===== src/rtl/hdlc_pkg.sv =====
// hdlc_pkg: shared state encoding and framing constants for the HDLC transmitter.
package hdlc_pkg;
   typedef enum logic [2:0] {IDLE, START_FLAG, DATA, END_FLAG, ABORT} state_t;
   localparam logic [7:0] FLAG_BYTE   = 8'h7E;
   localparam logic [7:0] ABORT_BYTE  = 8'hFE;
   localparam logic [2:0] STUFF_LIMIT = 3'd5;
endpackage


===== src/rtl/hdlc_tx_stuffer.sv =====
// hdlc_tx_stuffer: counts consecutive data ones on the line and flags when a zero must be inserted.
module hdlc_tx_stuffer
   import hdlc_pkg::*;
(
   input  logic Clk,
   input  logic Rst,
   input  logic load,
   input  logic bit_in,
   output logic stuff
);
   logic [2:0] ones;
   // Anything other than a data 1 going onto the line (flags, stuffed 0, data 0) restarts the run.
   always_ff @(posedge Clk or posedge Rst)
      if (Rst) ones <= '0;
      else     ones <= (load && bit_in) ? ones + 3'd1 : 3'd0;
   assign stuff = ones == STUFF_LIMIT;
endmodule


===== src/rtl/hdlc_tx_ctrl.sv =====
// hdlc_tx_ctrl: HDLC frame transmitter (flags, zero insertion, abort) driving a registered serial line.
module hdlc_tx_ctrl
   import hdlc_pkg::*;
#(
   parameter int MAX_BYTES = 128
) (
   input  logic       Clk,
   input  logic       Rst,
   input  logic       Tx_Enable,
   input  logic [7:0] Tx_FrameSize,
   input  logic [7:0] Tx_Data,
   input  logic       Tx_AbortFrame,
   output logic       Tx_RdBuff,
   output logic       Tx,
   output logic       Tx_ValidFrame,
   output logic       Tx_AbortedTrans
);
   localparam logic [8:0] MAX_SIZE = 9'(MAX_BYTES);
   state_t     state, state_n;
   logic [2:0] bit_cnt, bit_n, bit_inc;
   logic [7:0] byte_cnt, byte_n, size, size_n, shreg, sh_n;
   logic       stf, stf_n, tx_n, aborted_n, load, bit_in, stuff, last_byte;
   hdlc_tx_stuffer u_stuffer (
      .Clk    (Clk),
      .Rst    (Rst),
      .load   (load),
      .bit_in (bit_in),
      .stuff  (stuff)
   );
   assign bit_inc   = bit_cnt + 3'd1;
   assign last_byte = byte_cnt == size - 8'd1;
   // bit_cnt names the bit currently on Tx; stf marks a stuffed zero, which reuses the previous bit index.
   assign Tx_RdBuff = bit_cnt == 3'd6 &&
                      (state == START_FLAG || (state == DATA && !stf && !last_byte));
   always_comb begin
      state_n   = state;
      bit_n     = bit_cnt;
      byte_n    = byte_cnt;
      size_n    = size;
      sh_n      = shreg;
      stf_n     = 1'b0;
      tx_n      = 1'b1;
      aborted_n = Tx_AbortedTrans;
      load      = 1'b0;
      bit_in    = 1'b0;
      case (state)
         IDLE:
            if (Tx_Enable && Tx_FrameSize != 8'd0 && {1'b0, Tx_FrameSize} <= MAX_SIZE) begin
               state_n   = START_FLAG;
               bit_n     = '0;
               byte_n    = '0;
               size_n    = Tx_FrameSize;
               aborted_n = 1'b0;
               tx_n      = FLAG_BYTE[0];
            end
         START_FLAG:
            if (Tx_AbortFrame) begin
               state_n = ABORT;
               bit_n   = '0;
               tx_n    = ABORT_BYTE[0];
            end else if (bit_cnt == 3'd7) begin
               state_n = DATA;
               bit_n   = '0;
               sh_n    = Tx_Data;
               tx_n    = Tx_Data[0];
               load    = 1'b1;
               bit_in  = Tx_Data[0];
            end else begin
               bit_n = bit_inc;
               tx_n  = FLAG_BYTE[bit_inc];
            end
         DATA:
            if (Tx_AbortFrame) begin
               state_n = ABORT;
               bit_n   = '0;
               tx_n    = ABORT_BYTE[0];
            end else if (stuff) begin
               stf_n = 1'b1;
               tx_n  = 1'b0;
            end else if (bit_cnt == 3'd7 && last_byte) begin
               state_n = END_FLAG;
               bit_n   = '0;
               tx_n    = FLAG_BYTE[0];
            end else if (bit_cnt == 3'd7) begin
               bit_n  = '0;
               byte_n = byte_cnt + 8'd1;
               sh_n   = Tx_Data;
               tx_n   = Tx_Data[0];
               load   = 1'b1;
               bit_in = Tx_Data[0];
            end else begin
               bit_n  = bit_inc;
               tx_n   = shreg[bit_inc];
               load   = 1'b1;
               bit_in = shreg[bit_inc];
            end
         END_FLAG:
            if (bit_cnt == 3'd7) state_n = IDLE;
            else begin
               bit_n = bit_inc;
               tx_n  = FLAG_BYTE[bit_inc];
            end
         ABORT:
            if (bit_cnt == 3'd7) begin
               state_n   = IDLE;
               aborted_n = 1'b1;
            end else begin
               bit_n = bit_inc;
               tx_n  = ABORT_BYTE[bit_inc];
            end
         default: state_n = IDLE;
      endcase
   end
   always_ff @(posedge Clk or posedge Rst)
      if (Rst) begin
         state           <= IDLE;
         bit_cnt         <= '0;
         byte_cnt        <= '0;
         size            <= '0;
         shreg           <= '0;
         stf             <= 1'b0;
         Tx              <= 1'b1;
         Tx_ValidFrame   <= 1'b0;
         Tx_AbortedTrans <= 1'b0;
      end else begin
         state           <= state_n;
         bit_cnt         <= bit_n;
         byte_cnt        <= byte_n;
         size            <= size_n;
         shreg           <= sh_n;
         stf             <= stf_n;
         Tx              <= tx_n;
         Tx_ValidFrame   <= state_n != IDLE;
         Tx_AbortedTrans <= aborted_n;
      end
endmodule


===== config.mk =====
export PLATFORM = sky130hd
export DESIGN_NAME = hdlc_tx_ctrl
export DESIGN_NICKNAME = d
export VERILOG_FILES = /design/src/rtl/hdlc_pkg.sv /design/src/rtl/hdlc_tx_stuffer.sv /design/src/rtl/hdlc_tx_ctrl.sv
export SDC_FILE = /design/constraint.sdc
export NUM_CORES = 1
export LEC_CHECK = 0
export CORE_UTILIZATION = 60
export DETAILED_ROUTE_END_ITERATION = 12
export PLACE_DENSITY = 0.86
export SKIP_LAST_GASP = 1
export SYNTH_ARGS = -nofsm -noshare
export SYNTH_HDL_FRONTEND = slang
export SYNTH_SLANG_ARGS = --single-unit
export TNS_END_PERCENT = 10

===== constraint.sdc =====
create_clock -name Clk -period 3.7 [get_ports Clk]
set_input_delay 0.37 -clock Clk [delete_from_list [all_inputs] [get_ports Clk]]
set_output_delay 0.37 -clock Clk [all_outputs]
set_load 0.05 [all_outputs]

==> results of run 1 <==
==> worst reg2reg max path, cell delays in order, from the launching register on <==
cell and delay (ps):
dfrtp_1 450, inv_1 80, ha_1 280, o21bai_1 190, a2111oi_0 500, a311oi_2 100
a211oi_2 380, o21ai_2 230, a22oi_1 310, nor2_1 80
==> how the worst min path moves through the flow <==
stage / from / end / slack (ps) / cells after the start
detailed placement: u_stuffer.ones[0] / u_stuffer.ones[0] / 460 / 1
global route: Rst / size[5] / 340 / 2
finish: Rst / size[5] / 300 / 2
floorplan: u_stuffer.ones[0] / u_stuffer.ones[0] / 440 / 1
CTS: Rst / size[5] / 320 / 2
global placement: u_stuffer.ones[0] / u_stuffer.ones[0] / 460 / 1
==> metrics by stage <==
step,hold slack (ps),area [sq um]
final,301,2550
after detailed placement,459,2460
after global placement,457,2460
after global routing,339,2550
after CTS,318,2550
after floorplan,439,2190
==> power breakdown <==
part / internal (uW) / leakage, uW / switching [uW]
registers: 477 / 0.000496 / 125
logic: 234 / 0.000579 / 288
clock network: 161 / 0.0000445 / 141
==> metal layers <==
layer  vias up  wire length [microns]  part of all wire
li1        852                      -                 -
met1       865                   2100              0.46
met2        41                   2240              0.49
met3         7                    194             0.042
met4         0                     68             0.015
met5         -                      0                 0
==> placed cells by master, fill, tap and decap left out, types with 4 or more instances in the layout <==
cell and n:
dfrtp_1 36, nand2_1 29, clkdlybuf4s50_1 22, nor2_1 14, a21oi_1 14, ha_1 8, clkbuf_4 5, xor2_1 7
or3_1 8, nor3_1 6, inv_1 9, xnor2_1 6, mux2_2 12, o21ai_0 10, nand3b_1 4, nand3_1 4
nor3b_1 4
==> cell families after synthesis <==
kind of cell,after synthesis
AND/OR/NAND/NOR,85
AO/OA/AOI/OAI,47
flip-flops,37
buffers and inverters,17
multiplexers,17
XOR/XNOR,13
adder cells (fa/ha/maj),8
==> layout make-up <==
class / count / area share
clock buffers: 6 / 0.0201
clock inverters: 2 / 0.0147
inverters: 9 / 0.0132
multi-input cells: 170 / 0.469
flip-flops and latches: 37 / 0.363
well taps: 46 / 0.0226
repair buffers: 25 / 0.0971
==> timing repair <==
action	4_1_cts	5_1_grt
setup endpoints to repair	0	1
resized for setup	0	1
endpoints found under the hold margin	0	0
==> flip-flops by register name, indices dropped and copies added (netlist names) <==
register	flops
Tx	1
Tx_AbortedTrans	1
byte_cnt	8
state	3
size	8
bit_cnt	3
u_stuffer.ones	3
Tx_ValidFrame	1
shreg	8
stf	1
==> flow_metrics.tcl, run 1 <==
set metrics [dict create \
    timing.rr.end "u_stuffer.ones[2]" \
    seqCellArea_sq_um 927 \
    overflow 0 \
    cts_num_sinks 37 \
    power_uw 1430 \
    final.min_clock_period_ps 3310 \
    path_delay_family "compound AO/OA/AOI/OAI gates" \
    netlist_instances 224 \
    vias 1765 \
    nets 276 \
    cts_inserted_buffers 5 \
    critPathMaxStageDelay_ps 500 \
    row_count 21 \
    powerDensity_mw_per_mm2 559 \
    min_period_over_period 0.895 \
    die_w_microns 62.4 \
    crit_arrival_ps 2940 \
    ys_seq_elements 37 \
    clock_latency_ps 360 \
    yosys.area_share.simple 0.206 \
    vias_per_cell 5.98 \
    maxSlewViolCount 0 \
    reg2reg_from "size[0]" \
    fin_skew_ps 19.4 \
    hold_buffers 0 \
    cts.reportedPaths.clkPinSlew_ps 110 \
    endpoint "Tx_RdBuff" \
    top_usage_layer "met2" \
    grtUsageMet2 0.414 \
    instances_no_fill 295 \
    end_kind "primary output" \
    multiInputGateArea_sq_mm 0.00120 \
    place_inst 287 \
    grtUsageMet3 0.0602 \
    async_flop_share 1.00 \
    crit_type "register to primary output" \
    synth_top_family_by_area "simple AND/OR/NAND/NOR gates" \
    die_area_sq_mm 0.00390 \
    grt_use_met1 0.351 \
    yosysTopAreaCell "dfrtp_1" \
    synth_fa_ha_area_frac 0.0457 \
    critPathMostFrequentCell "nor3_1" \
    root_buffer "clkbuf_4" \
    cp.depth 10 \
    initial_utilization 0.641 \
    grt_pass1_wl_mm 7.89 \
    io_pins 24 \
    synth_warnings 0 \
    clk_path_buf_depth 2 \
    cp_max_fo 6 \
    setup_viol 0 \
    maxSlewHeadroom 0.666 \
    yosysUniqueCellTypes 51 \
    ir_drop_mv 0.326 \
    core-area_sq_mm 0.00342 \
    startpoint "size[0]" \
    routed_wl_mm 4.60 \
    drc 0 \
    synth_enable_flop_cells 0 \
    grt_max_degree 28 \
    fin_setup_tns_ps 0 \
    syn-mean-instance-area_sq_um 9.78 \
    antenna_found_initial 0 \
    hpwlAfterDp_mm 3.43 \
    drt_pass1_iterations 4 \
    synth-xor-area-share 0.0520 \
    post-cts-setup-buffers 0 \
    fmax_mhz 302 \
    total_leakage_power_uw 0.00112 \
    status "complete, no violations" \
    synth.area.top_cells "dfrtp_1, mux2_2, nand2_1, ha_1, a21oi_1" \
    synth_common_cells "dfrtp_1, nand2_1, a21oi_1, nor2_1, mux2_2" \
    drv_cap 0 \
    yosysMostFrequentCell "dfrtp_1" \
    area_growth_pct 16.5 \
    insertedDiodeCount 0 \
    path_buf_inv 2 \
    htree_levels 2 \
    synth_top_area_share 0.411 \
    setup_ws_ps 388 \
    grt_pass1_vias 1772 \
    crit_chain "inv_1 > ha_1 > o21bai_1 > a2111oi_0 > a311oi_2 > a211oi_2 > nor3_1 > a21oi_1 > nor3_1 > dlymetal6s2s_1" \
    portBuffers 23 \
    worst_path_max_delay_cell "a2111oi_0" \
    synth_flop_cell "dfrtp_1" \
    nFillCells 232 \
    worst_slew_pin_slew_ps 488 \
    seq_area_frac_synth 0.423 \
    crit_path_start_kind "register" \
    preCtsSetupSlack_ps 407 \
    hold_violations 0 \
    die_height_microns 62.4 \
    syn_nets 252 \
    ant_nets 0 \
    drive_above_1_share 0.141 \
    cts_tree "built" \
    synth-compound-area-share 0.147 \
    r2r_slack_ps 990 \
    gp_congestion 0.897 \
    grt_util_all_layers 0.259 \
    hold_class "input pin to asynchronous set/reset pin" \
    rsz0062_at_grt "false" \
    synth_mux_area_frac 0.0960 \
    wl_per_cell_microns 15.6 \
    drtIter0Drc 193 \
    worst_ep_required_time_ps 3330 \
    fin_util 0.747 \
    ff2ff_path_depth 9 \
    netlist_area_sq_mm 0.00219 \
]
Note: power is estimated with default switching activity, not from simulation.
==> inputs of run 2 (changes only) <==
CORE_ASPECT_RATIO = 1.2   (was default)
==> run 2 against run 1 <==
- worst setup slack better by 250 ps
- largest cell class unchanged
- non-clock buffer count up 1
- clock skew down 11 ps
- cell area down 0.39%
- worst hold slack better by 170 ps
- clock-buffer cell count unchanged
==> flow_metrics.tcl, run 2 (synthesized netlist as in run 1, its figures left out) <==
set metrics [dict create \
    nFillCells 242 \
    path_buf_inv 2 \
    grt_pass1_vias 1634 \
    die_height_microns 68.2 \
    cp.depth 10 \
    portBuffers 23 \
    path_delay_family "compound AO/OA/AOI/OAI gates" \
    grt_pass1_wl_mm 7.47 \
    total_leakage_power_uw 0.00113 \
    drtIter0Drc 113 \
    grt_max_degree 38 \
    crit_arrival_ps 2690 \
    reg2reg_from "size[0]" \
    maxSlewViolCount 0 \
    seqPwrFrac 0.437 \
    nets 277 \
    reg.largest.list "byte_cnt x8, shreg x8, size x8" \
    worst_slew_pin_slew_ps 538 \
    critPathMostFrequentCell "nor3_1" \
    row_count 23 \
    area_growth_pct 16.1 \
    htree_levels 2 \
    root_buffer "clkbuf_8" \
    place_area_sq_mm 0.00246 \
    clock_latency_ps 290 \
    fin_util 0.742 \
    drive_above_1_share 0.140 \
    powerDensity_mw_per_mm2 543 \
    final_common_cell "dfrtp_1" \
    ir_drop_mv 0.433 \
    end_kind "primary output" \
    power_frac_comb 0.368 \
    crit_path_start_kind "register" \
    cts_tree "built" \
    vias 1784 \
    drc 0 \
    crit_type "register to primary output" \
    maxSlewHeadroom 0.638 \
    hold_violations 0 \
    rsz0062_at_grt "false" \
    cp_max_fo 6 \
    wl_per_cell_microns 16.2 \
    clk_path_buf_depth 2 \
    endpoint "Tx_RdBuff" \
    ff2ff_path_depth 10 \
    core-area_sq_mm 0.00342 \
    die_area_sq_mm 0.00390 \
    cts_num_sinks 37 \
    critPathMaxStageDelay_ps 490 \
    switching_share 0.389 \
    io_pins 24 \
    setup_viol 0 \
    cts.reportedPaths.clkPinSlew_ps 70 \
    worst_ep_required_time_ps 3330 \
    antenna_found_initial 0 \
    initial_utilization 0.639 \
    r2r_slack_ps 960 \
    startpoint "size[0]" \
    p_sw_uw 537 \
    cts_inserted_buffers 5 \
    routed_wl_mm 4.65 \
    hold_class "register to register" \
    ant_nets 0 \
    fin_setup_tns_ps 0 \
    drt_pass1_iterations 4 \
    grt_util_all_layers 0.261 \
    hold_buffers 0 \
    die_w_microns 57.1 \
    vias_per_cell 6.22 \
    final_cell_mix "dfrtp_1, nand2_1, clkdlybuf4s50_1" \
    post-route-cell-area_sq_mm 0.00254 \
    internal-power_uw 843 \
    fin_skew_ps 8.32 \
    timing.rr.end "u_stuffer.ones[2]" \
    min_period_over_period 0.827 \
    fmax_mhz 327 \
    final.min_clock_period_ps 3060 \
    crit_chain "inv_1 > ha_1 > o21bai_1 > a2111oi_0 > a311oi_2 > a211oi_2 > nor3_1 > a21oi_1 > nor3_1 > dlymetal6s2s_1" \
    worst_path_max_delay_cell "a2111oi_0" \
    overflow 0 \
    hpwlAfterDp_mm 3.44 \
    clock_power_share 0.195 \
    gp_congestion 0.832 \
    insertedDiodeCount 0 \
    drv_cap 0 \
    status "complete, no violations" \
]
-- run 2: changes by cell type in the layout (fill, tap and decap cells not counted) --
cell        before  now
clkbuf_1         0    1
bufinv_16        1    0
clkinv_2         0    2
buf_4            2    3
clkinvlp_4       1    0
clkbuf_4         5    0
clkbuf_8         1    5
-- run 2: power groups by stage --
stage	sequential, uW	clock [uW]	combinational, uW
3_5_place_dp	609	0	508
3_3_place_gp	604	0	491
4_1_cts	601	274	511
5_1_grt	614	293	559
2_1_floorplan	589	0	384
6_report	602	269	508
-- run 2: how the worst min path moves through the flow --
stage / startpoint / to / cells after the start
2_1_floorplan: u_stuffer.ones[0] / u_stuffer.ones[0] / 1
3_3_place_gp: u_stuffer.ones[0] / u_stuffer.ones[0] / 1
3_5_place_dp: u_stuffer.ones[0] / u_stuffer.ones[0] / 1
4_1_cts: u_stuffer.ones[0] / u_stuffer.ones[0] / 1
5_1_grt: u_stuffer.ones[0] / u_stuffer.ones[0] / 1
6_report: u_stuffer.ones[0] / u_stuffer.ones[0] / 1
-- run 2: cell type report --
| type | count | area (sq um) | share of cell area |
|---|---|---|---|
| Multi-Input combinational cell | 170 | 1200 | 0.471 |
| Clock inverter | 2 | 10.0 | 0.00394 |
| Tap cell | 37 | 46.3 | 0.0182 |
| Clock buffer | 6 | 72.6 | 0.0286 |
| Inverter | 9 | 33.8 | 0.0133 |
| Sequential cell | 37 | 927 | 0.365 |
| Timing Repair Buffer | 26 | 255 | 0.100 |
-- run 2: layer usage --
metal	track usage	part of all wire	vias up
li1	-	-	853
met1	0.285	0.39	859
met2	0.472	0.53	57
met3	0.0473	0.051	15
met4	0.162	0.028	0
met5	0	0	-
-- run 2: worst register-to-register path: stages (launching register included) --
cell and delay [ps]:
dfrtp_1 420, inv_1 80, ha_1 280, o21bai_1 180
a2111oi_0 490, a311oi_2 100, a211oi_2 270, buf_4 180
o21ai_2 150, a22oi_1 380, nor2_1 90
-- run 2: stage by stage --
stage | hold slack, ps | worst slack, ps | power [uW] | cells
finish | 474 | 641 | 1380 | 287
detailed placement | 472 | 541 | 1120 | 279
floorplan | 439 | 713 | 974 | 224
CTS | 481 | 251 | 1390 | 287
global route | 506 | 393 | 1470 | 287
global placement | 459 | 619 | 1090 | 279
-- run 2: repair_timing --
item / CTS / global route
setup endpoints to repair: 0 / 1
setup buffers: 0 / 0
gates resized for setup: 0 / 1
